[src/rtl/counter_pkg.sv]
// Shared mode encodings and one-shot FSM state type for the mode counter.
package counter_pkg;

  localparam logic [1:0] MODE_WRAP    = 2'b00;
  localparam logic [1:0] MODE_SAT     = 2'b01;
  localparam logic [1:0] MODE_ONESHOT = 2'b10;

  typedef enum logic [1:0] {
    StIdle = 2'b00,
    StRun  = 2'b01,
    StDone = 2'b10
  } fsm_state_e;

endpackage

[src/rtl/counter_prescaler.sv]
// Enable-gated clock divider: ticks once every prescale+1 enabled cycles.
module counter_prescaler #(
  parameter int unsigned prescale_width = 8
) (
  input  logic                      clk,
  input  logic                      reset_n,
  input  logic                      enable,
  input  logic                      clear,
  input  logic [prescale_width-1:0] prescale,
  output logic                      tick
);

  logic [prescale_width-1:0] cnt_q, cnt_d;

  // >= keeps the divider from running away if prescale shrinks mid-count.
  assign tick = enable && (cnt_q >= prescale);

  always_comb begin
    cnt_d = cnt_q;
    if (clear) begin
      cnt_d = '0;
    end else if (enable) begin
      cnt_d = tick ? '0 : cnt_q + prescale_width'(1);
    end
  end

  always_ff @(posedge clk or negedge reset_n) begin
    if (!reset_n) begin
      cnt_q <= '0;
    end else begin
      cnt_q <= cnt_d;
    end
  end

endmodule

[src/rtl/mode_counter.sv]
// Prescaled up/down counter with wrap, saturate and one-shot behaviour.
module mode_counter
  import counter_pkg::*;
#(
  parameter int unsigned counter_width  = 32,
  parameter int unsigned prescale_width = 8
) (
  input  logic                      clk,
  input  logic                      reset_n,
  input  logic                      enable,
  input  logic                      up_down,
  input  logic [1:0]                mode,
  input  logic [counter_width-1:0]  modulus,
  input  logic [prescale_width-1:0] prescale,
  input  logic                      load,
  input  logic [counter_width-1:0]  load_value,
  input  logic                      start,
  output logic [counter_width-1:0]  result,
  output logic                      tc,
  output logic                      running,
  output logic                      done
);

  fsm_state_e               state_q, state_d;
  logic [counter_width-1:0] result_q, result_d;
  logic                     tc_q, tc_d;
  logic                     running_q, running_d;
  logic                     done_q, done_d;

  logic                     tick;
  logic                     is_oneshot, is_sat;
  logic                     at_term, run_ok, step, start_ok;
  logic [counter_width-1:0] term_val, preset, clamped, stepped;

  counter_prescaler #(
    .prescale_width(prescale_width)
  ) u_prescaler (
    .clk     (clk),
    .reset_n (reset_n),
    .enable  (enable),
    .clear   (load),
    .prescale(prescale),
    .tick    (tick)
  );

  always_comb begin
    is_oneshot = (mode == MODE_ONESHOT);
    is_sat     = (mode == MODE_SAT);
    term_val   = up_down ? modulus : '0;
    // Preset value doubles as the wrap target: 0 going up, modulus going down.
    preset     = up_down ? '0 : modulus;
    at_term    = up_down ? (result_q >= modulus) : (result_q == '0);
    clamped    = (load_value > modulus) ? modulus : load_value;
    stepped    = up_down ? result_q + counter_width'(1) : result_q - counter_width'(1);
    // A leftover one-shot state blocks stepping for the one cycle it takes to drop to idle.
    run_ok     = is_oneshot ? (state_q == StRun) : (state_q == StIdle);
    step       = enable && tick && run_ok;
    start_ok   = is_oneshot && start && (state_q != StRun);

    result_d = result_q;
    state_d  = state_q;
    tc_d     = 1'b0;

    if (!is_oneshot) begin
      state_d = StIdle;
    end

    if (load) begin
      result_d = clamped;
      if (start_ok) begin
        state_d = StRun;
      end
    end else if (start_ok) begin
      result_d = preset;
      state_d  = StRun;
    end else if (step) begin
      if (at_term) begin
        if (is_oneshot) begin
          state_d = StDone;
          tc_d    = 1'b1;
        end else if (!is_sat) begin
          result_d = preset;
          tc_d     = (preset == term_val);
        end
      end else begin
        result_d = stepped;
        tc_d     = (stepped == term_val);
        if (is_oneshot && (stepped == term_val)) begin
          state_d = StDone;
        end
      end
    end

    running_d = is_oneshot ? (state_d == StRun) : enable;
    done_d    = (state_d == StDone);
  end

  always_ff @(posedge clk or negedge reset_n) begin
    if (!reset_n) begin
      state_q   <= StIdle;
      result_q  <= '0;
      tc_q      <= 1'b0;
      running_q <= 1'b0;
      done_q    <= 1'b0;
    end else begin
      state_q   <= state_d;
      result_q  <= result_d;
      tc_q      <= tc_d;
      running_q <= running_d;
      done_q    <= done_d;
    end
  end

  assign result  = result_q;
  assign tc      = tc_q;
  assign running = running_q;
  assign done    = done_q;

endmodule

[config.mk]
export PLATFORM = sky130hd
export DESIGN_NAME = mode_counter
export DESIGN_NICKNAME = d
export VERILOG_FILES = /design/src/rtl/counter_pkg.sv /design/src/rtl/counter_prescaler.sv /design/src/rtl/mode_counter.sv
export SDC_FILE = /design/constraint.sdc
export NUM_CORES = 1
export LEC_CHECK = 0
export ABC_AREA = 1
export CAP_MARGIN = 20
export CORE_MARGIN = 2
export CORE_UTILIZATION = 30
export CTS_CLUSTER_DIAMETER = 50
export DETAILED_ROUTE_END_ITERATION = 8
export GPL_TIMING_DRIVEN = 0
export PLACE_DENSITY_LB_ADDON = 0.25
export SETUP_SLACK_MARGIN = 0.1
export SLEW_MARGIN = 20
export SYNTH_ARGS = -nofsm -noshare
export SYNTH_HDL_FRONTEND = slang
export SYNTH_HIERARCHICAL = 1
export SYNTH_SLANG_ARGS = --single-unit
[constraint.sdc]
create_clock -name clk -period 7.6 [get_ports clk]
set_input_delay 1.14 -clock clk [delete_from_list [all_inputs] [get_ports clk]]
set_output_delay 1.14 -clock clk [all_outputs]
set_load 0.03 [all_outputs]
==> results.toml <==
[outcome]
status = "completed"

[worst_setup_path]
crit_top_cell = "nand2_1"
arrival_ns = 5.88
critPathTopFamily = "simple AND/OR/NAND/NOR gates"
critPathRequiredTime_ns = 7.80
endpoint_kind = "flip-flop"
cpPeakStageDelay_ns = 0.58
cp_max_fo = 21
slowest_stage = "clkdlybuf4s50_1"
path_class = "in -> reg"
crit_buf_inv = 6
startpoint_type = "primary input"

[synthesis]
synth.net_count = 1638
syn_inst = 1454
synth_area_mm2 = 0.00844
synth_top_cell_by_area = "nand2_1"
synth_top_area_frac = 0.229
synth_most_common_cell = "nand2_1"
synth_edf_count = 0
synthArstFlopShare = 1.00
synth_area_leaders = "nand2_1 (23%), ha_1 (15%), dfrtp_1 (13%)"
synth_seq_cells = 45
ys_top_cells_by_count = "nand2_1 (514), inv_1 (236), nand3_1 (160)"
ys_seq_area_frac = 0.133
ys_warn_count = 6
synth_cell_types = 47
synth_ff_type = "dfrtp_1"
synth.avg_cell_area_um2 = 5.80

[pwr]
p_switching_mw = 1.01
p_comb_frac = 0.672
total_power_mw = 1.88
clockPowerShare = 0.129
irDropWorstVdd_v = 0.0000971
intPower_mw = 0.868
swShare = 0.537
leakage_nw = 5.70
seq_power_share = 0.199
p_per_area_mw_per_mm2 = 183

[timing]
setup_ws_ns = 1.92
post-route-period-util = 0.747
clock.fmax_mhz = 176
finalSetupViolCount = 0
final.min_clock_period_ns = 5.68
rsz0062_at_grt = "false"
setup_tns_ns = 0
clock_skew_ns = 0.0165
slew_headroom = 0.558
tightestPinTransition_ns = 0.664
hold-worst-slack_ns = 0.545
hold_viol_final = 0
final-max-slew-violation-count = 0

[detailed_routing]
routed_wl_um = 32000
drtPass1Iterations = 5
num_vias = 9699
drc = 0
drtIter0Drc = 883
ant_nets = 0
viasPerCell = 4.96
post_drt_wl_per_cell_um = 16.4

[clock_network]
clk_latency_ns = 0.32
path_clk_slew_ns = 0.07
cts_hold_buf = 0
clk_path_buf_depth = 2
htree_levels = 2
cts_root_buffer = "clkbuf_16"
numClockSinks = 45
post_cts_resized = 0
cts_tree = "built"
cts_made_buffers = 5
post_cts_buffers = 0

[layout]
fillers = 3073
seq_area_mm2 = 0.00113
syn2layout_area_growth_pct = 21.3
layout-drive-gt1-share = 0.0399
layout.nets = 1760
diodes = 0
multiInputGateArea_mm2 = 0.00625

[placed_design]
dp_hpwl_um = 27500
place_ws_ns = 1.62
io_buffers = 114
gp_congestion = 0.933

[die]
die_area_mm2 = 0.0295
start_util = 0.305
std_cell_rows = 61
io_pins = 115
core_mm2 = 0.0277
die_x_um = 172
dieHeight_um = 172

[grt]
antenna_found_initial = 0
grt_pass1_vias = 9360
grt_max_degree = 46
track_usage = 0.222
grt_pass1_wl_um = 50400
overflow = 0

[run]
maxCapViolCount = 0

[hold_path]
hp-class = "reg -> reg"
## cell type report
cell class              count  area share
multi-input cells        1132       0.611
repair buffers            115       0.114
flip-flops and latches     45       0.110
inverters                 238      0.0873
well taps                 378      0.0462
plain buffers              39      0.0166
clock buffers               6      0.0136
clock inverters             2     0.00159
## cells in the final DEF (no fill, tap or decap), drive strengths merged, types with 29 or more instances in the layout
master         count
nand2            528
inv              239
o21bai            29
nor2              90
o211ai            62
ha               103
nand3            167
dfrtp             45
clkdlybuf4s50    113
clkbuf            29
a21oi             46
## worst paths after layout
| kind | end | slack (ns) | from | cells past startpoint |
|---|---|---|---|---|
| worst max-delay path | running$_DFF_PN0_ | 1.92 | up_down | 26 |
| min in group asynchronous | running$_DFF_PN0_ | 0.85 | reset_n | 1 |
| worst min register to register | u_prescaler/cnt_q[7]$_DFFE_PN0P_ | 0.54 | u_prescaler/cnt_q[7]$_DFFE_PN0P_ | 2 |
| worst max register to register | running$_DFF_PN0_ | 4.15 | result[9]$_DFFE_PN0P_ | 20 |
| worst min-delay path | u_prescaler/cnt_q[7]$_DFFE_PN0P_ | 0.54 | u_prescaler/cnt_q[7]$_DFFE_PN0P_ | 2 |
| max in group asynchronous | result[15]$_DFFE_PN0P_ | 6.30 | reset_n | 1 |
## through the flow
step           std cells  area (µm²)   util
6_report            1955       10200  0.369
5_1_grt             1955       10200  0.369
4_1_cts             1955       10200  0.369
3_5_place_dp        1947       10100  0.364
3_3_place_gp        1946       10100  0.363
2_1_floorplan       1454        8440      -
## per-layer routing
layer / GRT usage / wire, µm / part of all wire / up-vias
li1: - / - / - / 4993
met1: 0.290 / 14800 / 0.46 / 4374
met2: 0.369 / 14500 / 0.45 / 276
met3: 0.0288 / 1550 / 0.048 / 56
met4: 0.0881 / 1180 / 0.037 / 0
met5: 0 / 0 / 0 / -
## registers in the layout, indices dropped and copies added, names as in the netlist
name,count
state_q,2
running,1
done,1
result,32
u_prescaler/cnt_q,8
tc,1
## power groups by stage
stage	Combinational [mW]	Clock [mW]	Sequential [mW]
5_1_grt	1.42	0.256	0.376
3_5_place_dp	1.25	0	0.374
6_report	1.26	0.243	0.373
2_1_floorplan	0.789	0	0.401
3_3_place_gp	1.23	0	0.375
4_1_cts	1.25	0.244	0.369
## kinds of logic after synthesis
logic type / count (synthesis) / synth area share
and+or+nand+nor: 850 / 0.435
buffers and inverters: 277 / 0.126
AOI/OAI and AO/OA: 166 / 0.133
adders and majority gates: 104 / 0.155
DFF: 45 / 0.133
xor gates and xnor gates: 12 / 0.0174
## worst reg2reg max path, delay by kind of cell, from the launching register on
family                   cells  cell delay [ns]
flip-flops                   1             0.50
adder cells (fa/ha/maj)      1             0.48
AND/OR/NAND/NOR             19             2.35
(Power assumes the default switching activity.)
